<file path="src/rtl/bcd_sevenseg_scan_pkg.sv">
// seg7_pkg: segment encodings, digit-slot index and BCD value bundle shared by the scanner.
package seg7_pkg;
  localparam logic [6:0] SEG_0 = 7'h40;
  localparam logic [6:0] SEG_1 = 7'h79;
  localparam logic [6:0] SEG_2 = 7'h24;
  localparam logic [6:0] SEG_3 = 7'h30;
  localparam logic [6:0] SEG_4 = 7'h19;
  localparam logic [6:0] SEG_5 = 7'h12;
  localparam logic [6:0] SEG_6 = 7'h02;
  localparam logic [6:0] SEG_7 = 7'h78;
  localparam logic [6:0] SEG_8 = 7'h00;
  localparam logic [6:0] SEG_9 = 7'h10;
  localparam logic [6:0] SEG_E = 7'h06;
  localparam logic [6:0] SEG_MINUS = 7'h3F;
  localparam logic [6:0] SEG_BLANK = 7'h7F;
  typedef enum logic [1:0] {DIG_ONES, DIG_TENS, DIG_HUNDREDS, DIG_SIGN} dig_t;
  typedef struct packed {
    logic [3:0] h;
    logic [3:0] t;
    logic [3:0] o;
    logic       neg;
  } bcd_t;
endpackage

</file>
<file path="src/rtl/bcd_sevenseg_scan_if.sv">
// bcd_sevenseg_scan_if: BCD load bus in, multiplexed display drive out.
interface bcd_sevenseg_scan_if;
  logic       load;
  logic [3:0] hundreds;
  logic [3:0] tens;
  logic [3:0] ones;
  logic       neg;
  logic [3:0] an;
  logic [6:0] seg;
  logic       dp;
  logic       err;
  logic       frame;
  modport master (output load, hundreds, tens, ones, neg, input an, seg, dp, err, frame);
  modport slave (input load, hundreds, tens, ones, neg, output an, seg, dp, err, frame);
endinterface

</file>
<file path="src/rtl/seg7_decode.sv">
// seg7_decode: one digit code plus blank/minus controls to active-low gfedcba pattern.
module seg7_decode
  import seg7_pkg::*;
(
  input  logic [3:0] code,
  input  logic       blank,
  input  logic       minus,
  output logic [6:0] seg
);
  logic [6:0] digit;
  always_comb begin
    case (code)
      4'd0: digit = SEG_0;
      4'd1: digit = SEG_1;
      4'd2: digit = SEG_2;
      4'd3: digit = SEG_3;
      4'd4: digit = SEG_4;
      4'd5: digit = SEG_5;
      4'd6: digit = SEG_6;
      4'd7: digit = SEG_7;
      4'd8: digit = SEG_8;
      4'd9: digit = SEG_9;
      default: digit = SEG_E;
    endcase
  end
  // An invalid code must stay visible, so 'E' outranks blanking
  assign seg = minus ? SEG_MINUS : code > 4'd9 ? SEG_E : blank ? SEG_BLANK : digit;
endmodule

</file>
<file path="src/rtl/bcd_sevenseg_scan.sv">
// bcd_sevenseg_scan: frame-synchronous BCD latch driving a 4-digit multiplexed seven-segment display.
module bcd_sevenseg_scan
  import seg7_pkg::*;
#(
  parameter int REFRESH_CNT = 100000,
  parameter int CNT_W = 17,
  parameter bit BLANK_LEADING = 1'b1
) (
  input logic clk,
  input logic rst,
  bcd_sevenseg_scan_if.slave bus
);
  logic [CNT_W-1:0] cnt;
  dig_t idx;
  bcd_t live, pend, disp;
  logic pend_v, tick, boundary, blank, minus;
  logic [3:0] code;
  logic [6:0] dec_seg;
  assign live = {bus.hundreds, bus.tens, bus.ones, bus.neg};
  assign tick = cnt == CNT_W'(REFRESH_CNT - 1);
  assign boundary = tick && idx == DIG_SIGN;
  assign bus.dp = 1'b1;
  always_comb begin
    code = idx == DIG_ONES ? disp.o : idx == DIG_TENS ? disp.t : idx == DIG_HUNDREDS ? disp.h : 4'd0;
    blank = idx == DIG_TENS ? BLANK_LEADING && disp.h == 4'd0 && disp.t == 4'd0 :
            idx == DIG_HUNDREDS ? BLANK_LEADING && disp.h == 4'd0 :
            idx == DIG_SIGN && !disp.neg;
    minus = idx == DIG_SIGN && disp.neg;
  end
  seg7_decode u_dec (.code(code), .blank(blank), .minus(minus), .seg(dec_seg));
  always_ff @(posedge clk or negedge rst) begin
    if (!rst) begin
      cnt <= '0;
      idx <= DIG_ONES;
      pend <= '0;
      disp <= '0;
      pend_v <= 1'b0;
      bus.an <= 4'hF;
      bus.seg <= SEG_BLANK;
      bus.err <= 1'b0;
      bus.frame <= 1'b0;
    end else begin
      cnt <= tick ? '0 : cnt + CNT_W'(1);
      if (tick) idx <= dig_t'(idx + 2'd1);
      bus.frame <= boundary;
      // Commit only at the frame boundary; a load landing on it bypasses the pending regs
      if (boundary) begin
        if (bus.load) disp <= live;
        else if (pend_v) disp <= pend;
        pend_v <= 1'b0;
      end else if (bus.load) begin
        pend <= live;
        pend_v <= 1'b1;
      end
      bus.an <= ~(4'b0001 << idx);
      bus.seg <= dec_seg;
      bus.err <= disp.h > 4'd9 || disp.t > 4'd9 || disp.o > 4'd9;
    end
  end
endmodule
</file>
<file path="src/flat_wrapper.sv">
// flat-port wrapper written by rule: the top's interface ports become plain ports
module bcd_sevenseg_scan_flat import seg7_pkg::*;
#(
  parameter int REFRESH_CNT = 100000,
  parameter int CNT_W = 17,
  parameter bit BLANK_LEADING = 1'b1
)
  (clk, rst, bus_load, bus_hundreds, bus_tens, bus_ones, bus_neg, bus_an, bus_seg, bus_dp, bus_err, bus_frame);
  bcd_sevenseg_scan_if bus_i ();
  input logic clk;
  input logic rst;
  input wire logic [$bits(bus_i.load)-1:0] bus_load;
  input wire logic [$bits(bus_i.hundreds)-1:0] bus_hundreds;
  input wire logic [$bits(bus_i.tens)-1:0] bus_tens;
  input wire logic [$bits(bus_i.ones)-1:0] bus_ones;
  input wire logic [$bits(bus_i.neg)-1:0] bus_neg;
  output wire logic [$bits(bus_i.an)-1:0] bus_an;
  output wire logic [$bits(bus_i.seg)-1:0] bus_seg;
  output wire logic [$bits(bus_i.dp)-1:0] bus_dp;
  output wire logic [$bits(bus_i.err)-1:0] bus_err;
  output wire logic [$bits(bus_i.frame)-1:0] bus_frame;
  assign bus_i.load = bus_load;
  assign bus_i.hundreds = bus_hundreds;
  assign bus_i.tens = bus_tens;
  assign bus_i.ones = bus_ones;
  assign bus_i.neg = bus_neg;
  assign bus_an = bus_i.an;
  assign bus_seg = bus_i.seg;
  assign bus_dp = bus_i.dp;
  assign bus_err = bus_i.err;
  assign bus_frame = bus_i.frame;
  bcd_sevenseg_scan #(.REFRESH_CNT(REFRESH_CNT), .CNT_W(CNT_W), .BLANK_LEADING(BLANK_LEADING)) u_core (.clk(clk), .rst(rst), .bus(bus_i));
endmodule
</file>
<file path="config.mk">
export PLATFORM = sky130hd
export DESIGN_NAME = bcd_sevenseg_scan_flat
export DESIGN_NICKNAME = d
export VERILOG_FILES = /design/src/rtl/bcd_sevenseg_scan_pkg.sv /design/src/rtl/bcd_sevenseg_scan_if.sv /design/src/rtl/seg7_decode.sv /design/src/rtl/bcd_sevenseg_scan.sv /design/src/flat_wrapper.sv
export SDC_FILE = /design/constraint.sdc
export NUM_CORES = 1
export LEC_CHECK = 0
export ABC_AREA = 1
export BUFFER_PORTS_ARGS = -buffer_cell sky130_fd_sc_hd__clkbuf_2
export CORE_ASPECT_RATIO = 0.7
export CORE_MARGIN = 2
export CORE_UTILIZATION = 30
export DETAILED_ROUTE_END_ITERATION = 8
export GPL_ROUTABILITY_DRIVEN = 0
export HOLD_SLACK_MARGIN = 0.12
export PLACE_DENSITY_LB_ADDON = 0.1
export REMOVE_ABC_BUFFERS = 1
export SLEW_MARGIN = 20
export SYNTH_ARGS = -nofsm -noshare
export SYNTH_HDL_FRONTEND = slang
export SYNTH_SLANG_ARGS = --single-unit
</file>
<file path="constraint.sdc">
create_clock -name clk -period 2.65 [get_ports clk]
set_input_delay 0.265 -clock clk [delete_from_list [all_inputs] [get_ports clk]]
set_output_delay 0.265 -clock clk [all_outputs]
set_load 0.005 [all_outputs]
</file>
==> results.tsv <==
stage	metric	value	unit
run_status	outcome	finished clean	
finish	final_cell_area	3690	µm²
clock_tree	post_cts_buffers	0	
clock_tree	cts_resized	0	
sta	hold_viol_final	0	
clock_tree	htree_levels	3	
global_routing	grt_pass1_wl	11940	µm
sta	slew_headroom	43.98	%
clock_tree	clkTransAtPathRegs	50	ps
yosys	synth.distinct_cells	33	
worst_setup_path	crit_path_end_kind	flip-flop	
sta	rsz0062_at_grt	false	
worst_setup_path	worst_setup_path_start_kind	flip-flop	
finish	syn_to_final_growth	18.20	%
finish	multiInputGateArea	1393	µm²
worst_setup_path	path_max_fanout	6	
pwr	p_per_area	572.6	nW/µm²
sta	setup_viol	0	
clock_tree	clock_latency	330	ps
die	die_area	11250	µm²
sta	fin_crit	2193	ps
finish	fillers	1112	
yosys	post_synth.cell_area_avg	8.347	µm²
drt	first_pass_iters	4	
die	fp-row-count	31	
die	core_area	10240	µm²
global_routing	grt_max_degree	34	
yosys	ys_ff_latch	59	
drt	drc	0	
die	ios	30	
global_routing	grt_overflow	0	
job	maxCapViolCount	0	
placement	port_buffers	28	
clock_tree	root_buffer	clkbuf_16	
drt	drt-total-wl	7015	µm
sta	fin_crit_sh	82.77	%
placement	dp_slack	458.7	ps
clock_tree	cts_tree	built	
die	initial_core_util	30.49	%
yosys	postSynthCellCount	374	
global_routing	antenna_found_initial	0	
worst_setup_path	cp_slowest_cell	dfrtp_1	
yosys	yosysSeqAreaShare	47.74	%
placement	placed_area	3400	µm²
sta	worst_slack	456.5	ps
hold_path	hold_path.class	in2reg	
worst_setup_path	crit_type	reg2reg	
clock_tree	clockBufferDepth	2	
die	die_h	89.35	µm
clock_tree	cts_sinks	59	
sta	tightest_slew	840.3	ps
drt	vias_per_cell	4.468	
finish	nNetsFinal	436	
placement	hpwlAfterDp	5048	µm
clock_tree	hold_buffers	1	
drt	drtIter0Drc	205	
worst_setup_path	crit_arrival	2460	ps
worst_setup_path	crit_required	2910	ps
die	dieWidth	125.9	µm
worst_setup_path	max_stage_delay	390	ps
finish	register_area	1490	µm²
drt	wire_per_inst	12.87	µm
worst_setup_path	crit_top_cell	inv_1	
drt	vias	2435	
sta	skew	3.819	ps
pwr	max-vdd-ir-drop	294.6	µV
finish	diodes	0	
finish	drive_above_1_share	21.55	%
sta	finalSetupTns	0	ps
pwr	total_leakage_power	1.883	nW
global_routing	grt_use_total	13.93	%
worst_setup_path	crit_path_cell_trace	inv_1, ha_1, nand3_1, a21oi_1, inv_1, ha_1, nand2_2, nand4_1, nand2_1, inv_1	
drt	postRouteAntennaNets	0	
sta	fmax	455.9	MHz
yosys	yosysWarnings	0	
global_routing	grt_pass1_vias	2312	
clock_tree	numCtsBuffers	9	
yosys	syn_area	3122	µm²
sta	finalMaxSlewViolations	0	
routing by layer:
layer	global-route usage [%]	wire length [µm]
met3	5.865	315
met4	5.095	40
met5	0	0
met2	17.30	2613
met1	20.84	4046
path summary, 6_finish.rpt:
check	start	end	cells after the start	slack (ps)
worst min register to register	u_core.cnt[0]	u_core.cnt[0]	1	460
worst max-delay path	u_core.idx[0]	u_core.bus.seg[0]	10	460
max in group asynchronous	rst	u_core.cnt[8]	3	1370
worst min-delay path	bus_ones[0]	u_core.pend[1]	3	170
worst max register to register	u_core.idx[0]	u_core.bus.seg[0]	10	460
min in group asynchronous	rst	u_core.cnt[0]	2	590
layout make-up:
type / instances / area share, %
Multi-Input combinational cell: 260 / 37.74
Clock inverter: 2 / 0.2713
Tap cell: 132 / 4.476
Sequential cell: 59 / 40.39
Timing Repair Buffer: 34 / 5.086
Clock buffer: 13 / 7.325
Inverter: 45 / 4.713
metrics by stage:
step	cells	power [mW]	hold slack, ps	util (%)
floorplan	364	0.9810	-30.59	-
global placement	529	1.033	422.4	33.20
detailed placement	529	1.034	425.5	33.20
finish	545	2.113	174.7	36.03
CTS	545	2.161	156.1	36.03
global route	545	2.213	177.8	36.03
synth_stat cells:
cell type / n / share of area (%)
a21oi_1: 12 / 1.9
a31oi_1: 1 / 0.20
buf_1: 1 / 0.12
buf_2: 4 / 0.64
buf_4: 2 / 0.48
buf_6: 2 / 0.72
clkbuf_1: 1 / 0.12
clkinv_4: 1 / 0.28
conb_1: 1 / 0.12
dfrtp_1: 48 / 38
dfstp_2: 11 / 9.3
ha_1: 11 / 4.4
inv_1: 38 / 4.6
inv_2: 6 / 0.72
mux2_2: 13 / 4.7
nand2_1: 97 / 12
nand2_2: 5 / 1.0
nand2_4: 1 / 0.36
nand3_1: 48 / 7.7
nand3_4: 1 / 0.56
nand3b_1: 1 / 0.24
nand4_1: 5 / 1.0
nor2_1: 32 / 3.8
nor2_4: 2 / 0.72
nor3_1: 4 / 0.64
nor3_2: 1 / 0.32
nor4_1: 1 / 0.20
o21ai_0: 13 / 2.1
o21ai_2: 1 / 0.28
or2_0: 1 / 0.20
or2_1: 1 / 0.20
xnor2_1: 1 / 0.28
xor2_1: 7 / 2.0
worst max-delay path, delay by kind of cell (launching register included):
family / cells / cell delay, ps
AOI/OAI and AO/OA: 1 / 390
adders and majority gates: 2 / 540
buffers and inverters: 3 / 340
DFF: 1 / 390
and+or+nand+nor: 4 / 470
placed cells by master (no fill, tap or decap), types with 2 or more instances in the layout:
cell / count
inv_1: 38
dfstp_2: 11
nand2_2: 5
nor3_1: 4
nor2_4: 2
o21ai_0: 13
nand3_1: 48
clkbuf_8: 3
inv_2: 6
clkbuf_2: 28
ha_1: 11
nand2_1: 97
a21oi_1: 12
nor2_1: 32
dfrtp_1: 48
clkbuf_16: 9
nand4_1: 5
clkinv_2: 2
buf_4: 5
xor2_1: 7
mux2_2: 13
state kept, by name (all words and copies together), names as in the netlist:
signal            cells
u_core.bus.err        1
u_core.bus.frame      1
u_core.pend_v         1
u_core.bus.an         4
u_core.bus.seg        7
u_core.disp          13
u_core.idx            2
u_core.pend          13
u_core.cnt           17
power breakdown:
group	total [mW]	leakage (nW)	internal (mW)	switching (mW)
combinational	0.0896	0.999	0.0387	0.0508
clock	1.09	0.141	0.700	0.394
sequential	0.929	0.742	0.921	0.00836
cell families (layout without fill, tap and decap cells):
logic type                 after synthesis  count (layout)  synth area share (%)
AOI/OAI and AO/OA                       27              27                 4.489
adders and majority gates               11              11                 4.409
buffers and inverters                   55              94                 7.655
xor gates and xnor gates                 8               8                 2.245
DFF                                     59              59                 47.74
muxes                                   13              13                 4.689
and+or+nand+nor                        200             200                 28.66
other                                    1               1                0.1201
No activity file was read; power rests on OpenSTA's default activity.
